===== src/rtl/atp_pkg.sv =====
// Shared types for the automatic payment controller: FSM states and tender type codes.
package atp_pkg;

    typedef enum logic [2:0] {
        IDLE,
        LOOKUP,
        COLLECT,
        DONE,
        DISCONNECT
    } state_t;

    localparam logic [1:0] TT_CHEQUE   = 2'd0;
    localparam logic [1:0] TT_DD       = 2'd1;
    localparam logic [1:0] TT_CARD     = 2'd2;
    localparam logic [1:0] TT_CURRENCY = 2'd3;

endpackage


===== src/rtl/atp_tender_check.sv =====
// Combinational tender evaluation: accept/reject decision plus the resulting
// remaining balance and change for an offered tender.
module atp_tender_check
    import atp_pkg::*;
#(
    parameter int unsigned AMT_W     = 16,
    parameter logic [3:0]  MODE_MASK = 4'b1111
) (
    input  logic [1:0]       tender_type,
    input  logic [AMT_W-1:0] tender_amount,
    input  logic [AMT_W-1:0] remaining,
    output logic             accept,
    output logic             covers,
    output logic [AMT_W-1:0] new_remaining,
    output logic [AMT_W-1:0] change
);

    always_comb begin
        covers = (tender_amount >= remaining);
        // Only currency may overpay; every other method must not exceed the balance.
        accept = MODE_MASK[tender_type] && (tender_amount != '0) &&
                 ((tender_type == TT_CURRENCY) || (tender_amount <= remaining));
        new_remaining = covers ? '0 : (remaining - tender_amount);
        change        = covers ? (tender_amount - remaining) : '0;
    end

endmodule


===== src/rtl/atp_multi_tender.sv =====
// Automatic payment controller: a barcode selects a bill which is settled by one
// or more tenders, with refund on cancel, tender limit and inactivity timeout.
module atp_multi_tender
    import atp_pkg::*;
#(
    parameter int unsigned AMT_W       = 16,
    parameter int unsigned CODE_W      = 4,
    parameter int unsigned UNIT_AMT    = 10,
    parameter int unsigned MAX_TENDERS = 4,
    parameter int unsigned TIMEOUT_CYC = 64,
    parameter logic [3:0]  MODE_MASK   = 4'b1111
) (
    input  logic              clk,
    input  logic              reset,
    input  logic              start_payment,
    input  logic [CODE_W-1:0] barcode,
    input  logic              cancel,
    input  logic              tender_valid,
    input  logic [1:0]        tender_type,
    input  logic [AMT_W-1:0]  tender_amount,
    output logic              tender_ready,
    output logic              tender_accept,
    output logic              tender_reject,
    output logic [AMT_W-1:0]  remaining_amount,
    output logic [AMT_W-1:0]  change_amount,
    output logic              payment_complete,
    output logic              line_disconnected,
    output logic              busy
);

    localparam int unsigned CNT_W = $clog2(MAX_TENDERS + 1);
    localparam int unsigned TMR_W = $clog2(TIMEOUT_CYC + 1);

    state_t            state_q, state_d;
    logic [CODE_W-1:0] barcode_q, barcode_d;
    logic [AMT_W-1:0]  bill_q, bill_d;
    logic [AMT_W-1:0]  remaining_q, remaining_d;
    logic [AMT_W-1:0]  change_q, change_d;
    logic [CNT_W-1:0]  count_q, count_d;
    logic [CNT_W-1:0]  count_inc;
    logic [TMR_W-1:0]  timer_q, timer_d;
    logic              ready_q, ready_d;
    logic              accept_q, accept_d;
    logic              reject_q, reject_d;
    logic              complete_q, complete_d;
    logic              disc_q, disc_d;
    logic              busy_q, busy_d;

    logic              chk_accept;
    logic              chk_covers;
    logic [AMT_W-1:0]  chk_new_rem;
    logic [AMT_W-1:0]  chk_change;

    atp_tender_check #(
        .AMT_W     (AMT_W),
        .MODE_MASK (MODE_MASK)
    ) u_check (
        .tender_type   (tender_type),
        .tender_amount (tender_amount),
        .remaining     (remaining_q),
        .accept        (chk_accept),
        .covers        (chk_covers),
        .new_remaining (chk_new_rem),
        .change        (chk_change)
    );

    assign count_inc = count_q + 1'b1;

    always_comb begin
        state_d     = state_q;
        barcode_d   = barcode_q;
        bill_d      = bill_q;
        remaining_d = remaining_q;
        change_d    = change_q;
        count_d     = count_q;
        timer_d     = timer_q;
        accept_d    = 1'b0;
        reject_d    = 1'b0;

        unique case (state_q)
            IDLE: begin
                if (start_payment) begin
                    barcode_d = barcode;
                    change_d  = '0;
                    count_d   = '0;
                    state_d   = LOOKUP;
                end
            end
            LOOKUP: begin
                if (barcode_q == '0) begin
                    state_d = DISCONNECT;
                end else begin
                    bill_d      = AMT_W'(32'(barcode_q) * UNIT_AMT);
                    remaining_d = AMT_W'(32'(barcode_q) * UNIT_AMT);
                    timer_d     = '0;
                    state_d     = COLLECT;
                end
            end
            COLLECT: begin
                if (cancel) begin
                    reject_d = tender_valid;
                    change_d = bill_q - remaining_q;
                    state_d  = DISCONNECT;
                end else if (tender_valid) begin
                    if (!chk_accept) begin
                        reject_d = 1'b1;
                    end else begin
                        accept_d = 1'b1;
                        timer_d  = '0;
                        if (chk_covers) begin
                            change_d    = chk_change;
                            remaining_d = '0;
                            state_d     = DONE;
                        end else begin
                            remaining_d = chk_new_rem;
                            count_d     = count_inc;
                            // Tender limit reached without settling: refund what was paid.
                            if (32'(count_inc) == MAX_TENDERS) begin
                                change_d = bill_q - chk_new_rem;
                                state_d  = DISCONNECT;
                            end
                        end
                    end
                end else if (32'(timer_q) == TIMEOUT_CYC - 1) begin
                    change_d = bill_q - remaining_q;
                    state_d  = DISCONNECT;
                end else begin
                    timer_d = timer_q + 1'b1;
                end
            end
            DONE:       state_d = IDLE;
            DISCONNECT: state_d = IDLE;
            default:    state_d = IDLE;
        endcase

        // Outputs are registered alongside the state they belong to.
        ready_d    = (state_d == COLLECT);
        complete_d = (state_d == DONE);
        disc_d     = (state_d == DISCONNECT);
        busy_d     = (state_d != IDLE);
    end

    always_ff @(posedge clk) begin
        if (reset) begin
            state_q     <= IDLE;
            barcode_q   <= '0;
            bill_q      <= '0;
            remaining_q <= '0;
            change_q    <= '0;
            count_q     <= '0;
            timer_q     <= '0;
            ready_q     <= 1'b0;
            accept_q    <= 1'b0;
            reject_q    <= 1'b0;
            complete_q  <= 1'b0;
            disc_q      <= 1'b0;
            busy_q      <= 1'b0;
        end else begin
            state_q     <= state_d;
            barcode_q   <= barcode_d;
            bill_q      <= bill_d;
            remaining_q <= remaining_d;
            change_q    <= change_d;
            count_q     <= count_d;
            timer_q     <= timer_d;
            ready_q     <= ready_d;
            accept_q    <= accept_d;
            reject_q    <= reject_d;
            complete_q  <= complete_d;
            disc_q      <= disc_d;
            busy_q      <= busy_d;
        end
    end

    assign tender_ready      = ready_q;
    assign tender_accept     = accept_q;
    assign tender_reject     = reject_q;
    assign remaining_amount  = remaining_q;
    assign change_amount     = change_q;
    assign payment_complete  = complete_q;
    assign line_disconnected = disc_q;
    assign busy              = busy_q;

endmodule


===== config.mk =====
export PLATFORM = sky130hd
export DESIGN_NAME = atp_multi_tender
export DESIGN_NICKNAME = d
export VERILOG_FILES = /design/src/rtl/atp_pkg.sv /design/src/rtl/atp_tender_check.sv /design/src/rtl/atp_multi_tender.sv
export SDC_FILE = /design/constraint.sdc
export NUM_CORES = 1
export LEC_CHECK = 0
export ABC_AREA = 1
export CAP_MARGIN = 10
export CORE_MARGIN = 2
export CORE_UTILIZATION = 53
export DETAILED_ROUTE_END_ITERATION = 6
export PLACE_DENSITY = 0.79
export SYNTH_ARGS = -nofsm -noshare
export SYNTH_HDL_FRONTEND = slang
export SYNTH_SLANG_ARGS = --single-unit

===== constraint.sdc =====
create_clock -name clk -period 3.8 [get_ports clk]
set_input_delay 0.76 -clock clk [delete_from_list [all_inputs] [get_ports clk]]
set_output_delay 0.76 -clock clk [all_outputs]
set_load 0.05 [all_outputs]

---- After elaboration in Yosys (flattened, before gate mapping) ----
Index checks and enable logic that the tools add are counted.
word-level totals
  register bits after elaboration ......... 62
  output and inout bits ................... 38
  logic and storage cells ................. 104
operators by class
  $add $sub $neg .......................... 6
  multipliers ............................. 1
  $lt $le $gt $ge ......................... 3
  equal/unequal tests ..................... 19
  multiplexer cells ....................... 42
  bitwise logic cells ..................... 3
  reduce and logical (&&, ||, !) cells .... 17
operators with widths
  operator               number
  $mux W16               13
  $pmux W16 S2           2
  $mux W3                13
  $mux W7                5
  $sub A16 B16 Y16       2
  $sub A8 B16 Y16        2
  $ge A16 B16 Y1         1
  $le A16 B16 Y1         1
  $reduce_bool A16 Y1    1
  $reduce_and A5 Y1      3
  $pmux W7 S2            1
  $ne A2 B2 Y1 const B   6
  $eq A3 B2 Y1 const B   3
  $pmux W3 S3            1
  $ne A4 B4 Y1 const B   2
  $add A7 B1 Y7 const B  1
  $eq A7 B6 Y1 const B   1
  $mul A4 B3 Y7 const B  1
  $eq A3 B3 Y1 const B   2
  $ne A3 B3 Y1 const B   2
  $pmux W3 S2            1
  $reduce_and A6 Y1      1
  $mux W1                5
  $ne A5 B5 Y1 const B   1
  15 further kinds       20

---- Depth between registers and ports, before layout ----
  depth in word-level cells ............... 9
  gate-level depth with buffers ........... 28
  gate-level depth less buffers ........... 26

---- Hierarchy ----
A second synthesis with hierarchy kept.
second synthesis, totals
  cells, all modules ...................... 1,120
  area total of the unflattened synthesis .. 6,518.8 um^2
by module, submodules not included
  module            times used  cells an instance  area each (um^2)
  atp_multi_tender  1           670                4,287.9
  atp_tender_check  1           450                2,230.9

---- Least setup slack after synthesis ----
No wires, ideal clock.
  path type ............................... input to register
  start point ............................. input port tender_amount[0]
  end point ............................... register change_q[14], in the netlist change_amount[14]
  arrival ................................. 3.989 ns
  data required time ...................... 3.667 ns
  setup slack ............................. -0.322 ns
  stages on the path ...................... 28
  path through ............................ inv_1 -> ha_1 -> inv_1 -> fa_1 -> nand3_1 -> nand3_1 -> nand2_2 -> nand2_2 -> nand2_4 -> nand2_4 -> nor2_4 -> buf_12 -> buf_2 -> o21ai_0 -> ha_1 -> nand2_1 -> o21ai_0 -> a41oi_1 -> inv_1 -> nand2_1 -> nor2_2 -> nand2_2 -> nor2_1 -> nand3_1 -> nand3_1 -> o21ai_1 -> nand2_1 -> a21oi_2
between the ends
  cells in the longest elaborated chain, start to end .. 9
  elaborated cells on any way between the ends .. 19
  those cells by class .................... 3 x add/sub; 2 x order compare; 2 x eq/ne; 7 x mux; 5 x reduce/logical
ends and longest elaborated chain
  item                                                       line                                            RTL
  start: declaration                                         atp_multi_tender.sv:20                          input logic [AMT_W-1:0] tender_amount,
  $sub A16 B16 Y16 / $ge A16 B16 Y1 (equally long branches)  atp_tender_check.sv:23, atp_tender_check.sv:19
  $mux W16                                                   atp_tender_check.sv:23                          new_remaining = covers ? '0 : (remaining - tender_amount);
  $sub A8 B16 Y16                                            atp_multi_tender.sv:119                         change_d = bill_q - chk_new_rem;
  $mux W16                                                   atp_multi_tender.sv:118                         if (32'(count_inc) == MAX_TENDERS) begin
  $mux W16                                                   atp_multi_tender.sv:110                         if (chk_covers) begin
  $mux W16                                                   atp_multi_tender.sv:105                         if (!chk_accept) begin
  $mux W16                                                   atp_multi_tender.sv:104                         end else if (tender_valid) begin
  $mux W16                                                   atp_multi_tender.sv:100                         if (cancel) begin
  $pmux W16 S2                                               atp_multi_tender.sv:80                          unique case (state_q)
  end signal: assignment                                     atp_multi_tender.sv:163                         change_q <= change_d;
  end: declaration                                           atp_multi_tender.sv:38                          logic [AMT_W-1:0] change_q, change_d;
Several ways; a longest one is shown, not always the timed one. The select of a mux whose other input is x is not followed.
A chain may end at the register's enable or synchronous reset.

---- Final worst setup path ----
  start point ............................. input port tender_amount[0]
  end point ............................... register change_q[4], in the netlist change_amount[4]
The elaborated chain is that of the path after synthesis.

==> results.txt <==
----------------------------------------------------
[Placement]
  Post-DP HPWL ... 15.1 mm
  PortBufs ... 64
  Post-place instance area ... 0.00757 sq mm
  RePlAce Congestion ... 1.01

[Global route]
  Overall track demand over capacity in global routing ... 33.1%
  Via count of the first global-routing pass ... 6,723
  Global-route wire length before repair ... 31.1 mm
  Overall overflow remaining after global route ... 0
  Initial antenna violation count ... 0
  Maximum number of pins on one net before global-route repair ... 29

[STA]
  Peak clock frequency supported by timing ... 0.269 GHz
  Largest clock skew in the final design ... 0.00656 ns
  Setup violation total in the final timing report ... 0
  Number of slew-limit violations in the final report ... 0
  Count of final hold-check violations ... 0
  Slew Limit Headroom ... 49.0%
  Final period demand of the worst path ... 3.72 ns
  Smallest hold slack ... 0.462 ns
  Final Cycle Share ... 97.9%
  Worst-margin pin slew ... 0.760 ns
  Final TNS setup ... 0 ns

[Detailed routing]
  Via density per instance ... 5.56
  Routed metal-1 wire length ... 8.25 mm
  Top metal layer carrying routed signals ... met4
  Total via count in the routed design ... 7,068
  Routed wire length ... 20.1 mm
  Antenna violation net count after detailed routing ... 0
  Routed length on met2 ... 9.45 mm
  DRC marker count from the first detailed-route iteration ... 642
  Wire length per cell ... 15.8 microns
  Length of routed met3 wiring ... 1.27 mm
  DRC violations left ... 0
  Drt first pass iters ... 6

[Yosys]
  Syn Inst Count ... 939
  Sequential fraction of the synthesis area ... 20.8%
  Post-synthesis cell area ... 0.00597 sq mm
  Count of yosys warnings during synthesis ... 0
  Total nets after synthesis ... 1,025
  Number of enable flip-flop cells after synthesis ... 0
  Most used DFF post-synth ... sky130_fd_sc_hd__dfxtp_1
  Avg Synthesized Cell Area ... 6.36 sq um
  Flop and latch count out of synthesis ... 62
  Synth unique cells ... 51
  Asr flop ratio synth ... 0%

[CTS]
  H-Tree Depth ... 3
  Root buffer cell ... sky130_fd_sc_hd__clkbuf_16
  Number of buffers on the longest clock path ... 2
  Clock transition at the registers of the reported paths ... 0.06 ns
  # clock sinks ... 62
  Number of clock buffers inserted by TritonCTS ... 9
  Clock Latency Late Sink ... 0.35 ns
  TritonCTS clock tree ... done

[Die]
  Width of the die ... 110 microns
  I/O pin cnt ... 65
  Die boundary height ... 110 microns
  Site Rows ... 38
  Initial Util ... 54.6%
  Die area ... 0.0121 sq mm
  Std-Cell Core Area ... 0.0109 sq mm

[Power]
  Maximum ir drop on the vdd rail ... 0.306 mV
  Pwr/cell area ... 437 mW/mm^2
  Power Total ... 0.00366 W
  Cell leakage power ... 4.11 nW

[Status]
  Outcome ... finished, final reports clean

[Final layout]
  Number of antenna diodes ... 0
  Share of layout cells above drive strength 1 ... 23.4%
  Layout-stage area growth over the synthesis result ... 40.1%
  Final Util ... 76.6%
  Net count reported at finish ... 1,213
  Fin area ... 0.00837 sq mm

[Worst setup path]
  Data arrival time of the critical path ... 3.94 ns
  Category of the critical setup timing path ... in2reg
  Kind of launch point of the worst setup path ... input port
  Crit path max fanout ... 7
  Required time worst endpoint ... 4.02 ns
  R2r setup slk ... 0.20 ns
  Endpoint kind of the worst setup timing path ... register

[Min path]
  Worst hold-check path type ... reg2reg

[Flow run]
  Total of max-cap violations ... 0

----------------------------------------------------
==> cell usage after synthesis (all sizes together), types with 5 or more instances <==
cell type,count,area [sq um]
clkbuf,11,41.3
a21oi,89,475
inv,140,526
o211ai,6,45.0
o21ai,66,334
xnor2,5,43.8
nor4,7,43.8
a211oi,6,45.0
nor3,7,46.3
nand3,74,398
xor2,18,158
dfxtp,62,1240
buf,14,110
ha,54,676
nand3b,6,45.0
fa,5,100
nand2,249,1010
nand4,13,81.3
nor2,79,352
or2,5,31.3
==> cell usage in the layout, fill, tap and decap left out, types with 9 or more instances in the layout <==
cell / count
sky130_fd_sc_hd__clkdlybuf4s50_1: 48
sky130_fd_sc_hd__nand3_1: 63
sky130_fd_sc_hd__buf_4: 136
sky130_fd_sc_hd__ha_4: 17
sky130_fd_sc_hd__nand4_1: 13
sky130_fd_sc_hd__nor2_1: 68
sky130_fd_sc_hd__inv_1: 121
sky130_fd_sc_hd__xor2_1: 18
sky130_fd_sc_hd__inv_2: 19
sky130_fd_sc_hd__a21oi_1: 80
sky130_fd_sc_hd__nand3_2: 9
sky130_fd_sc_hd__dfxtp_1: 61
sky130_fd_sc_hd__nand2_1: 225
sky130_fd_sc_hd__dlymetal6s2s_1: 15
sky130_fd_sc_hd__ha_1: 35
sky130_fd_sc_hd__o21ai_0: 55
sky130_fd_sc_hd__nand2_2: 18
sky130_fd_sc_hd__clkbuf_16: 9
==> registers in the layout, indices dropped and copies added (netlist names) <==
register / count
timer_q: 7
count_q: 3
barcode_q: 4
change_amount: 16
state_q: 3
tender_ready: 1
tender_reject: 1
payment_complete: 1
remaining_amount: 16
bill_q: 7
line_disconnected: 1
tender_accept: 1
busy: 1
==> timing repair <==
action,in CTS,in global routing
endpoints found under the setup margin,10,13
hold buffers,0,0
resized for setup,21,65
pin swaps,11,23
setup buffers,6,11
==> path summary, 6_finish.rpt <==
| path | startpoint | end | depth (start not counted) |
|---|---|---|---|
| worst max-delay path | tender_amount[0] | change_amount[4]$_SDFFE_PP0P_ | 24 |
| worst min-delay path | change_amount[2]$_SDFFE_PP0P_ | change_amount[2]$_SDFFE_PP0P_ | 2 |
| worst max register to register | remaining_amount[0]$_SDFFE_PP0P_ | change_amount[4]$_SDFFE_PP0P_ | 22 |
| worst min register to register | change_amount[2]$_SDFFE_PP0P_ | change_amount[2]$_SDFFE_PP0P_ | 2 |
==> worst max-delay path: stages <==
cell and delay [ns]:
sky130_fd_sc_hd__buf_6 0.10, sky130_fd_sc_hd__inv_4 0.05, sky130_fd_sc_hd__ha_4 0.12, sky130_fd_sc_hd__inv_2 0.04, sky130_fd_sc_hd__fa_2 0.35, sky130_fd_sc_hd__nand3_2 0.09, sky130_fd_sc_hd__nand3_2 0.10, sky130_fd_sc_hd__nand2_2 0.10
sky130_fd_sc_hd__nand2_2 0.09, sky130_fd_sc_hd__nand2_4 0.09, sky130_fd_sc_hd__nand2_4 0.05, sky130_fd_sc_hd__nor2_4 0.24, sky130_fd_sc_hd__nand3_4 0.13, sky130_fd_sc_hd__ha_1 0.33, sky130_fd_sc_hd__a21oi_1 0.21, sky130_fd_sc_hd__o21ai_2 0.11
sky130_fd_sc_hd__buf_4 0.14, sky130_fd_sc_hd__buf_4 0.13, sky130_fd_sc_hd__xnor2_1 0.14, sky130_fd_sc_hd__nand2_1 0.08, sky130_fd_sc_hd__nand2_1 0.07, sky130_fd_sc_hd__a21oi_1 0.06, sky130_fd_sc_hd__o21ai_0 0.25, sky130_fd_sc_hd__a21oi_1 0.10
==> metrics by stage <==
stage	std cells	setup WS, ns
floorplan	939	-0.0565
finish	1272	0.0794
detailed placement	1239	-0.584
global route	1272	-0.0488
global placement	1239	-0.469
CTS	1261	0.00173
==> per-layer routing <==
metal | vias to the layer above | GRT usage, %
li1 | 3436 | -
met1 | 3216 | 39.9
met5 | - | 0
met4 | 0 | 16.0
met3 | 86 | 5.35
met2 | 330 | 57.0
==> report_power, final <==
part | internal [W] | total (W) | switching [W]
Sequential | 0.000697 | 0.000762 | 0.0000643
Combinational | 0.000847 | 0.00205 | 0.00120
Clock | 0.000516 | 0.000855 | 0.000339
Total | 0.00206 | 0.00366 | 0.00160
==> area by class of cell <==
type	instances	area, sq um
clock buffer	9	225
clock inverter	7	82.6
fill	852	2560
inverter	143	539
multi-input combinational	709	4380
sequential	62	1240
tap	140	175
timing repair buffer	202	1730
==> kinds of logic (layout without fill, tap and decap cells) <==
logic type | count (synthesis) | in the layout | synth area share, %
adder cells (fa/ha/maj) | 59 | 59 | 13.0
AO/OA/AOI/OAI | 184 | 184 | 17.3
AND/OR/NAND/NOR | 443 | 443 | 34.0
buffers and inverters | 168 | 361 | 11.5
flip-flops | 62 | 62 | 20.8
XOR/XNOR | 23 | 23 | 3.37
Note: power is estimated with default switching activity, not from simulation.
